==> src/rtl/apb_wait_slave.sv <==
// APB target with a small register bank and a programmable wait-state count.
// Used as the default slave behind the AHB-to-APB bridge to exercise wait, OK and error paths.
module apb_wait_slave #(
    parameter int                ADDR_W     = 8,
    parameter int                DATA_W     = 32,
    parameter logic [3:0]        WAIT_RESET = 4'd2,
    parameter logic [DATA_W-1:0] ID_VALUE   = 32'hA5B0_0001
) (
    input  logic              hclk,
    input  logic              hreset,
    input  logic              psel,
    input  logic              penable,
    input  logic              pwrite,
    input  logic [ADDR_W-1:0] paddr,
    input  logic [DATA_W-1:0] pwdata,
    output logic              pready,
    output logic              pslverr,
    output logic [DATA_W-1:0] prdata
);

    typedef enum logic {IDLE, ACCESS} state_t;

    state_t              state_reg, state_next;
    logic [3:0]          cnt_reg, cnt_next;
    logic [ADDR_W-1:2]   addr_reg;
    logic                write_reg;
    logic                err_reg;
    logic [DATA_W-1:0]   wdata_reg;

    logic [3:0]          ctrl_reg;
    logic [DATA_W-1:0]   scratch_reg [4];
    logic [15:0]         wcnt_reg;
    logic [7:0]          errcnt_reg;

    logic                pready_reg, pready_next;
    logic                pslverr_reg, pslverr_next;
    logic [DATA_W-1:0]   prdata_reg, prdata_next;

    logic                setup;
    logic                complete;
    logic                setup_err;
    logic [ADDR_W-1:2]   cur_addr;
    logic [2:0]          cur_idx;
    logic                cur_err;
    logic                cur_write;
    logic [DATA_W-1:0]   rd_data;
    logic                commit_ok;
    logic [3:0]          scratch_we;

    // penable is not needed: any selected cycle in IDLE is taken as setup.
    logic unused_inputs;
    assign unused_inputs = &{1'b0, penable, paddr[1:0]};

    assign setup    = (state_reg == IDLE) && psel;
    assign complete = (state_reg == ACCESS) && (cnt_reg == 4'd0);

    assign setup_err = (paddr[ADDR_W-1:5] != '0) || (pwrite && (paddr[4:2] >= 3'd5));

    // In IDLE the transfer being set up is decoded straight from the bus so that
    // a zero-wait read can present data on the very next cycle.
    assign cur_addr  = (state_reg == IDLE) ? paddr[ADDR_W-1:2] : addr_reg;
    assign cur_idx   = cur_addr[4:2];
    assign cur_err   = (state_reg == IDLE) ? setup_err : err_reg;
    assign cur_write = (state_reg == IDLE) ? pwrite : write_reg;

    always_comb begin
        rd_data = '0;
        case (cur_idx)
            3'd0:    rd_data = DATA_W'(ctrl_reg);
            3'd5:    rd_data = ID_VALUE;
            3'd6:    rd_data = DATA_W'(wcnt_reg);
            3'd7:    rd_data = DATA_W'(errcnt_reg);
            default: rd_data = scratch_reg[cur_idx[1:0] - 2'd1];
        endcase
    end

    assign commit_ok = complete && write_reg && !err_reg;

    for (genvar gi = 0; gi < 4; gi++) begin : g_scratch_we
        assign scratch_we[gi] = commit_ok && (addr_reg[4:2] == 3'(gi + 1));
    end

    // State register
    always_ff @(posedge hclk) begin
        if (hreset) begin
            state_reg <= IDLE;
            cnt_reg   <= '0;
        end else begin
            state_reg <= state_next;
            cnt_reg   <= cnt_next;
        end
    end

    // Next-state logic
    always_comb begin
        state_next = state_reg;
        cnt_next   = cnt_reg;
        case (state_reg)
            IDLE: begin
                if (psel) begin
                    state_next = ACCESS;
                    cnt_next   = ctrl_reg;
                end
            end
            ACCESS: begin
                if (cnt_reg == 4'd0 || !psel) begin
                    state_next = IDLE;
                end else begin
                    cnt_next = cnt_reg - 4'd1;
                end
            end
            default: state_next = IDLE;
        endcase
    end

    // Output logic: decided one edge early so the outputs come straight from flops.
    always_comb begin
        pready_next  = 1'b0;
        pslverr_next = 1'b0;
        prdata_next  = '0;
        if (setup && ctrl_reg == 4'd0)
            pready_next = 1'b1;
        if (state_reg == ACCESS && psel && cnt_reg == 4'd1)
            pready_next = 1'b1;
        if (pready_next) begin
            pslverr_next = cur_err;
            if (!cur_err && !cur_write)
                prdata_next = rd_data;
        end
    end

    always_ff @(posedge hclk) begin
        if (hreset) begin
            pready_reg  <= 1'b0;
            pslverr_reg <= 1'b0;
            prdata_reg  <= '0;
            addr_reg    <= '0;
            write_reg   <= 1'b0;
            err_reg     <= 1'b0;
            wdata_reg   <= '0;
        end else begin
            pready_reg  <= pready_next;
            pslverr_reg <= pslverr_next;
            prdata_reg  <= prdata_next;
            if (setup) begin
                addr_reg  <= paddr[ADDR_W-1:2];
                write_reg <= pwrite;
                err_reg   <= setup_err;
                wdata_reg <= pwdata;
            end
        end
    end

    // Register bank
    always_ff @(posedge hclk) begin
        if (hreset) begin
            ctrl_reg   <= WAIT_RESET;
            wcnt_reg   <= '0;
            errcnt_reg <= '0;
            for (int i = 0; i < 4; i++)
                scratch_reg[i] <= '0;
        end else begin
            if (commit_ok && addr_reg[4:2] == 3'd0)
                ctrl_reg <= wdata_reg[3:0];
            for (int i = 0; i < 4; i++)
                if (scratch_we[i])
                    scratch_reg[i] <= wdata_reg;
            if (commit_ok)
                wcnt_reg <= wcnt_reg + 16'd1;
            if (complete && err_reg && errcnt_reg != 8'hFF)
                errcnt_reg <= errcnt_reg + 8'd1;
        end
    end

    assign pready  = pready_reg;
    assign pslverr = pslverr_reg;
    assign prdata  = prdata_reg;

endmodule

==> config.mk <==
export PLATFORM = sky130hd
export DESIGN_NAME = apb_wait_slave
export DESIGN_NICKNAME = d
export VERILOG_FILES = /design/src/rtl/apb_wait_slave.sv
export SDC_FILE = /design/constraint.sdc
export NUM_CORES = 1
export LEC_CHECK = 0
export ABC_AREA = 0
export CORE_ASPECT_RATIO = 0.9
export CORE_MARGIN = 5
export CORE_UTILIZATION = 45
export CTS_BUF_LIST = sky130_fd_sc_hd__clkbuf_4 sky130_fd_sc_hd__clkbuf_8 sky130_fd_sc_hd__clkbuf_16
export DETAILED_ROUTE_END_ITERATION = 10
export DONT_BUFFER_PORTS = 1
export HOLD_SLACK_MARGIN = 0.05
export PLACE_DENSITY = 0.63
export REMOVE_ABC_BUFFERS = 1
export SLEW_MARGIN = 20
export SYNTH_ARGS = -nofsm -noshare
export SYNTH_HDL_FRONTEND = slang
export SYNTH_SLANG_ARGS = --single-unit
==> constraint.sdc <==
create_clock -name hclk -period 5.3 [get_ports hclk]
set_clock_uncertainty 0.05 [all_clocks]
set_input_delay 1.06 -clock hclk [delete_from_list [all_inputs] [get_ports hclk]]
set_output_delay 1.06 -clock hclk [all_outputs]
set_load 0.01 [all_outputs]
# Word level (Yosys, flattened, before mapping)
# Memories as Yosys holds them, arrays and structs flattened.
# Index checks and enable logic that the tools add are counted.
dict set report word_totals {
  reg_bits 104
  memories 1
  mem_bits_rw 128
  elab_cells 96
}
# name depth width rd rd_clocked_by_memory_dff wr line
set mem_list {}
lappend mem_list {scratch_reg 4 32 1 0 4 31} ;# logic [DATA_W-1:0] scratch_reg [4];
dict set report op_classes {
  bitwise_logic 7
  n_eq_ne 11
  mux 30
  n_addsub 4
  magnitude_cmp 1
  reduce_logical 30
}
# cell n
set ops {}
lappend ops {{32-bit two-way mux} 4}
lappend ops {{32-bit one-hot mux with 4 select lines} 1}
lappend ops {{1-bit two-way mux} 20}
lappend ops {{16-bit by 1-bit adder with 16-bit output (second input constant)} 1}
lappend ops {{1-bit logical AND} 16}
lappend ops {{3-bit == test (second input constant)} 4}
lappend ops {{8-bit by 1-bit adder with 8-bit output (second input constant)} 1}
lappend ops {{4-bit zero test} 2}
lappend ops {{4-bit two-way mux} 2}
lappend ops {{8-bit != test (second input constant)} 1}
lappend ops {{4-bit one-hot mux with 2 select lines} 1}
lappend ops {{3-bit by 2-bit == test with 1-bit output (second input constant)} 2}
lappend ops {{3-bit zero test} 2}
lappend ops {{4-bit by 1-bit == test with 1-bit output (second input constant)} 1}
lappend ops {{1-bit zero test} 4}
lappend ops {{2-bit != test (second input constant)} 2}
lappend ops {{1-bit OR} 4}
lappend ops {{4-bit by 1-bit subtractor with 4-bit output (second input constant)} 1}
lappend ops {{3-bit by 1-bit == test with 1-bit output (second input constant)} 1}
lappend ops {{3-bit greater-or-equal comparator (second input constant)} 1}
lappend ops {{3-bit two-way mux} 1}
lappend ops {{1-bit NOT} 3}
lappend ops {{3-bit nonzero test} 1}
lappend ops {{3-bit OR reduction} 1}
lappend ops {{5 further kinds} 6}

# Logic depth before layout (Yosys ltp)
dict set report depth {
  ltp_word 9
  mapped_depth 11
}

# Worst setup path before layout
# OpenSTA, ideal clock, no wires.
dict set report synth_path {
  path_type {register to register}
  startpoint {register cnt_reg[0]}
  endpoint {memory scratch_reg[3][0], enable pin}
  path_stages_with_launch 7
  t_arrival_ps 3589
  setup_ps 470
  required_time_ps 4780
  setup_slack_ps 1191
  path_cell_list {dfxtp_1 -> inv_1 -> ha_1 -> and4bb_2 -> buf_4 -> nand2_1 -> o31ai_1}
}
# item line
set synth_rtl {}
lappend synth_rtl {{start: declaration} 24} ;# logic [3:0] cnt_reg, cnt_next;
lappend synth_rtl {{start signal: assignment} 90} ;# cnt_reg <= cnt_next;
lappend synth_rtl {{end: declaration} 31}

# Worst setup path in the final report
dict set report layout_path {
  startpoint {register state_reg}
  endpoint {register prdata_reg[1], in the netlist prdata[1]}
}
dict set report layout_between {
  elab_chain_len 7
  word_cells_on_any_way 23
  cone_classes {add/sub (1); eq/ne (3); mux (6); bitwise (3); reduce/logical (9); memory (1)}
}
# item line
set layout_lines {}
lappend layout_lines {{start: declaration} 23} ;# state_t state_reg, state_next;
lappend layout_lines {{start signal: assignment} 89} ;# state_reg <= state_next;
lappend layout_lines {{parallel branches: the longest is 7 deep, another holds memory read 4 x 32 bit} --}
lappend layout_lines {{end signal: assignment} 144} ;# prdata_reg <= prdata_next;
lappend layout_lines {{end: declaration} 37} ;# logic [DATA_W-1:0] prdata_reg, prdata_next;
# Parallel ways; which one is timed is not known.
# A chain may end at the register's enable or synchronous reset.

==> qor.csv <==
metric;value;unit
status;complete, no violations;
critPathTopFamily;multiplexers;
crit_required;5680;ps
grt_antenna_before_repair;0;
syn_to_final_growth;11.3;%
min_delay_startpoint;wdata_reg[5];
crit_path_cell_trace;mux2i_4, inv_1, ha_1, nor3_1, mux2_2, nand2_1, a21oi_1;
fraction_of_layout_instances_using_a_drive_strength_above_1;12.5;%
ant_nets;0;
gp_congestion;0.822;
postSynthCellCount;811;
cp_peak_stage_delay;840;ps
kind_of_end_point_of_the_critical_path;register;
footprint_of_the_multi_input_gates;3650;sq um
wire_length_per_cell_after_detailed_routing;19.8;um
total_vias_in_the_final_route;6065;
maxSlewHeadroom;33.7;%
synth_seq_cells;232;
cp-startpoint;state_reg;
holdBufCountCts;0;
fill_cells;1876;
slowest_stage;sky130_fd_sc_hd__mux2i_4;
synth-main-ff-cell;sky130_fd_sc_hd__edfxtp_1;
synth_cell_types;46;
design.core.area;21500;sq um
critical_path_fanout_max;23;
timing.setup.tns;0;ps
netlist_area;9740;sq um
grt_first_pass_wirelength;34300;um
starting_density_of_the_core;45.3;%
async_reset_ff_share;0;%
tritoncts_num_sinks;232;
worst_hold_path.num_cells;2;
final_period_minus_worst_setup_slack;3520;ps
hold_violations;0;
cellPowerDensity;356;nW/um^2
synth-seq-area-share;60.8;%
worst_hold_path_type;register to register;
clock_tree.htree_level_count;1;
placementRows;51;
globalRouteOverflowTotal;0;
synth_edf_count;128;
worst_setup_path_start_kind;register;
worst_r2r_path_depth;7;
avgViaCountPerCell;5.46;
die_area;24700;sq um
rrSetupSlack;1780;ps
combined_buffer_and_inverter_count_along_the_critical_path;1;
layout.area.seq;5930;sq um
cts_resized;0;
total_leakage_power;0.00381;uW
mostFrequentLayoutCells;sky130_fd_sc_hd__and2_1, sky130_fd_sc_hd__edfxtp_1, sky130_fd_sc_hd__dfxtp_1, sky130_fd_sc_hd__nand2_1, sky130_fd_sc_hd__a21oi_1;
rr_endpoint;prdata[1];
grt_pass1_vias;6337;
vdd_drop_max;0.000202;V
number_of_max_slew_violations_in_the_final_report;0;
placement.io_buffers;0;
chipHeight;150;um
max_clock_freq;284;MHz
critical_path_cell_count;7;
largest_reg_flops;128;
layout.cells.most_common;sky130_fd_sc_hd__and2_1;
worst_pin_slew;992;ps
drt_pass1_iterations;5;
drc;0;
dp_hpwl;12900;um
timing.hold.worst_endpoint;wdata_reg[5];
fp.dieW;165;um
ctsLongestPathBuffers;3;
clock_tree.root_cell;sky130_fd_sc_hd__clkbuf_16;
critical_path_class;register to register;
smallest_setup_slack_after_layout;1780;ps
drt_first_iter_violations;477;
dpl_worst_slack;1640;ps
syn_area_per_cell;12.0;sq um
finalWirelength;22000;um
cts_setup_buffers;0;
grt_usage;18.0;%
io_pins;79;
cts_tree;built;
cts-buffers-inserted;25;
insertion_delay;510;ps
grt_setup_unrepaired;no;
timing.max_cap.violations;0;
setup_violations;0;
worst_setup_hold_path_clk_slew;60;ps
finalNetCount;855;
grt_max_degree;75;
yosys_warning_count;0;
antenna-diode-count;0;
critical_path.reg2reg.startpoint;state_reg;
fin_crit_sh;66.4;%
critical_path_at;3900;ps
[worst reg2reg max path, stage by stage (launching register included)]
cell	delay, ps
sky130_fd_sc_hd__dfxtp_1	820
sky130_fd_sc_hd__mux2i_4	850
sky130_fd_sc_hd__inv_1	160
sky130_fd_sc_hd__ha_1	360
sky130_fd_sc_hd__nor3_1	260
sky130_fd_sc_hd__mux2_2	600
sky130_fd_sc_hd__nand2_1	170
sky130_fd_sc_hd__a21oi_1	190
[report_power, final]
group	switching, uW	leakage (uW)	internal [uW]	total [uW]
Clock	673	0.000387	950	1620
Sequential	36.7	0.00217	1950	1980
Combinational	150	0.00126	106	256
Total	860	0.00381	3000	3860
[synthesized netlist by cell type (6+ instances only)]
cell type | number | share of area, %
sky130_fd_sc_hd__and2_1 | 130 | 8.3
sky130_fd_sc_hd__edfxtp_1 | 128 | 39
sky130_fd_sc_hd__dfxtp_1 | 104 | 21
sky130_fd_sc_hd__nand2_1 | 99 | 3.8
sky130_fd_sc_hd__a21oi_1 | 67 | 3.4
sky130_fd_sc_hd__nor2_1 | 42 | 1.6
sky130_fd_sc_hd__clkbuf_1 | 37 | 1.4
sky130_fd_sc_hd__mux4_2 | 32 | 7.4
sky130_fd_sc_hd__a22oi_1 | 16 | 1.2
sky130_fd_sc_hd__nand3_1 | 12 | 0.62
sky130_fd_sc_hd__inv_1 | 10 | 0.39
sky130_fd_sc_hd__nor3b_1 | 10 | 0.77
sky130_fd_sc_hd__o21ai_0 | 10 | 0.51
sky130_fd_sc_hd__o31ai_1 | 10 | 0.77
sky130_fd_sc_hd__ha_1 | 9 | 1.2
sky130_fd_sc_hd__mux2i_1 | 7 | 0.72
sky130_fd_sc_hd__or3_1 | 7 | 0.45
sky130_fd_sc_hd__or4_1 | 7 | 0.54
sky130_fd_sc_hd__nand4_1 | 6 | 0.39
[metal layers]
layer	wire length [um]	global-route usage, %
met5	0	0
met4	427	4.45
met3	1420	3.75
met2	11100	31.8
met1	9060	22.6
[layout make-up]
type	count	area share (%)
clock buffers	35	6.69
multi-input cells	519	33.6
flip-flops and latches	232	54.6
inverters	10	0.346
clock inverters	10	0.461
repair buffers	13	0.900
well taps	291	3.36
[through the flow]
stage               cell area [sq um]  util [%]  instances  power, uW  hold WS (ps)
floorplan                        9520         -        761       2190           401
global placement                10100      46.8       1065       2270           412
detailed placement              10100      46.8       1065       2280           418
CTS                             10800      50.4       1110       3910           426
global route                    10800      50.4       1110       4000           452
finish                          10800      50.4       1110       3860           428
[kinds of logic (layout without fill, tap and decap cells)]
group | count (synthesis) | in the layout | share of synthesized area, %
AO/OA/AOI/OAI | 117 | 117 | 7.08
XOR/XNOR | 10 | 10 | 0.899
adder cells (fa/ha/maj) | 9 | 9 | 1.16
buffers and inverters | 60 | 68 | 2.72
flip-flops | 232 | 232 | 60.8
multiplexers | 42 | 42 | 8.49
AND/OR/NAND/NOR | 341 | 341 | 18.8
[how the worst max path moves through the flow]
stage                 endpoint  slack [ps]
floorplan           prdata[10]         620
global placement     prdata[7]        1730
detailed placement   prdata[1]        1640
CTS                  prdata[1]        1700
global route         prdata[1]        1390
finish               prdata[1]        1780
Note: power is estimated with default switching activity, not from simulation.
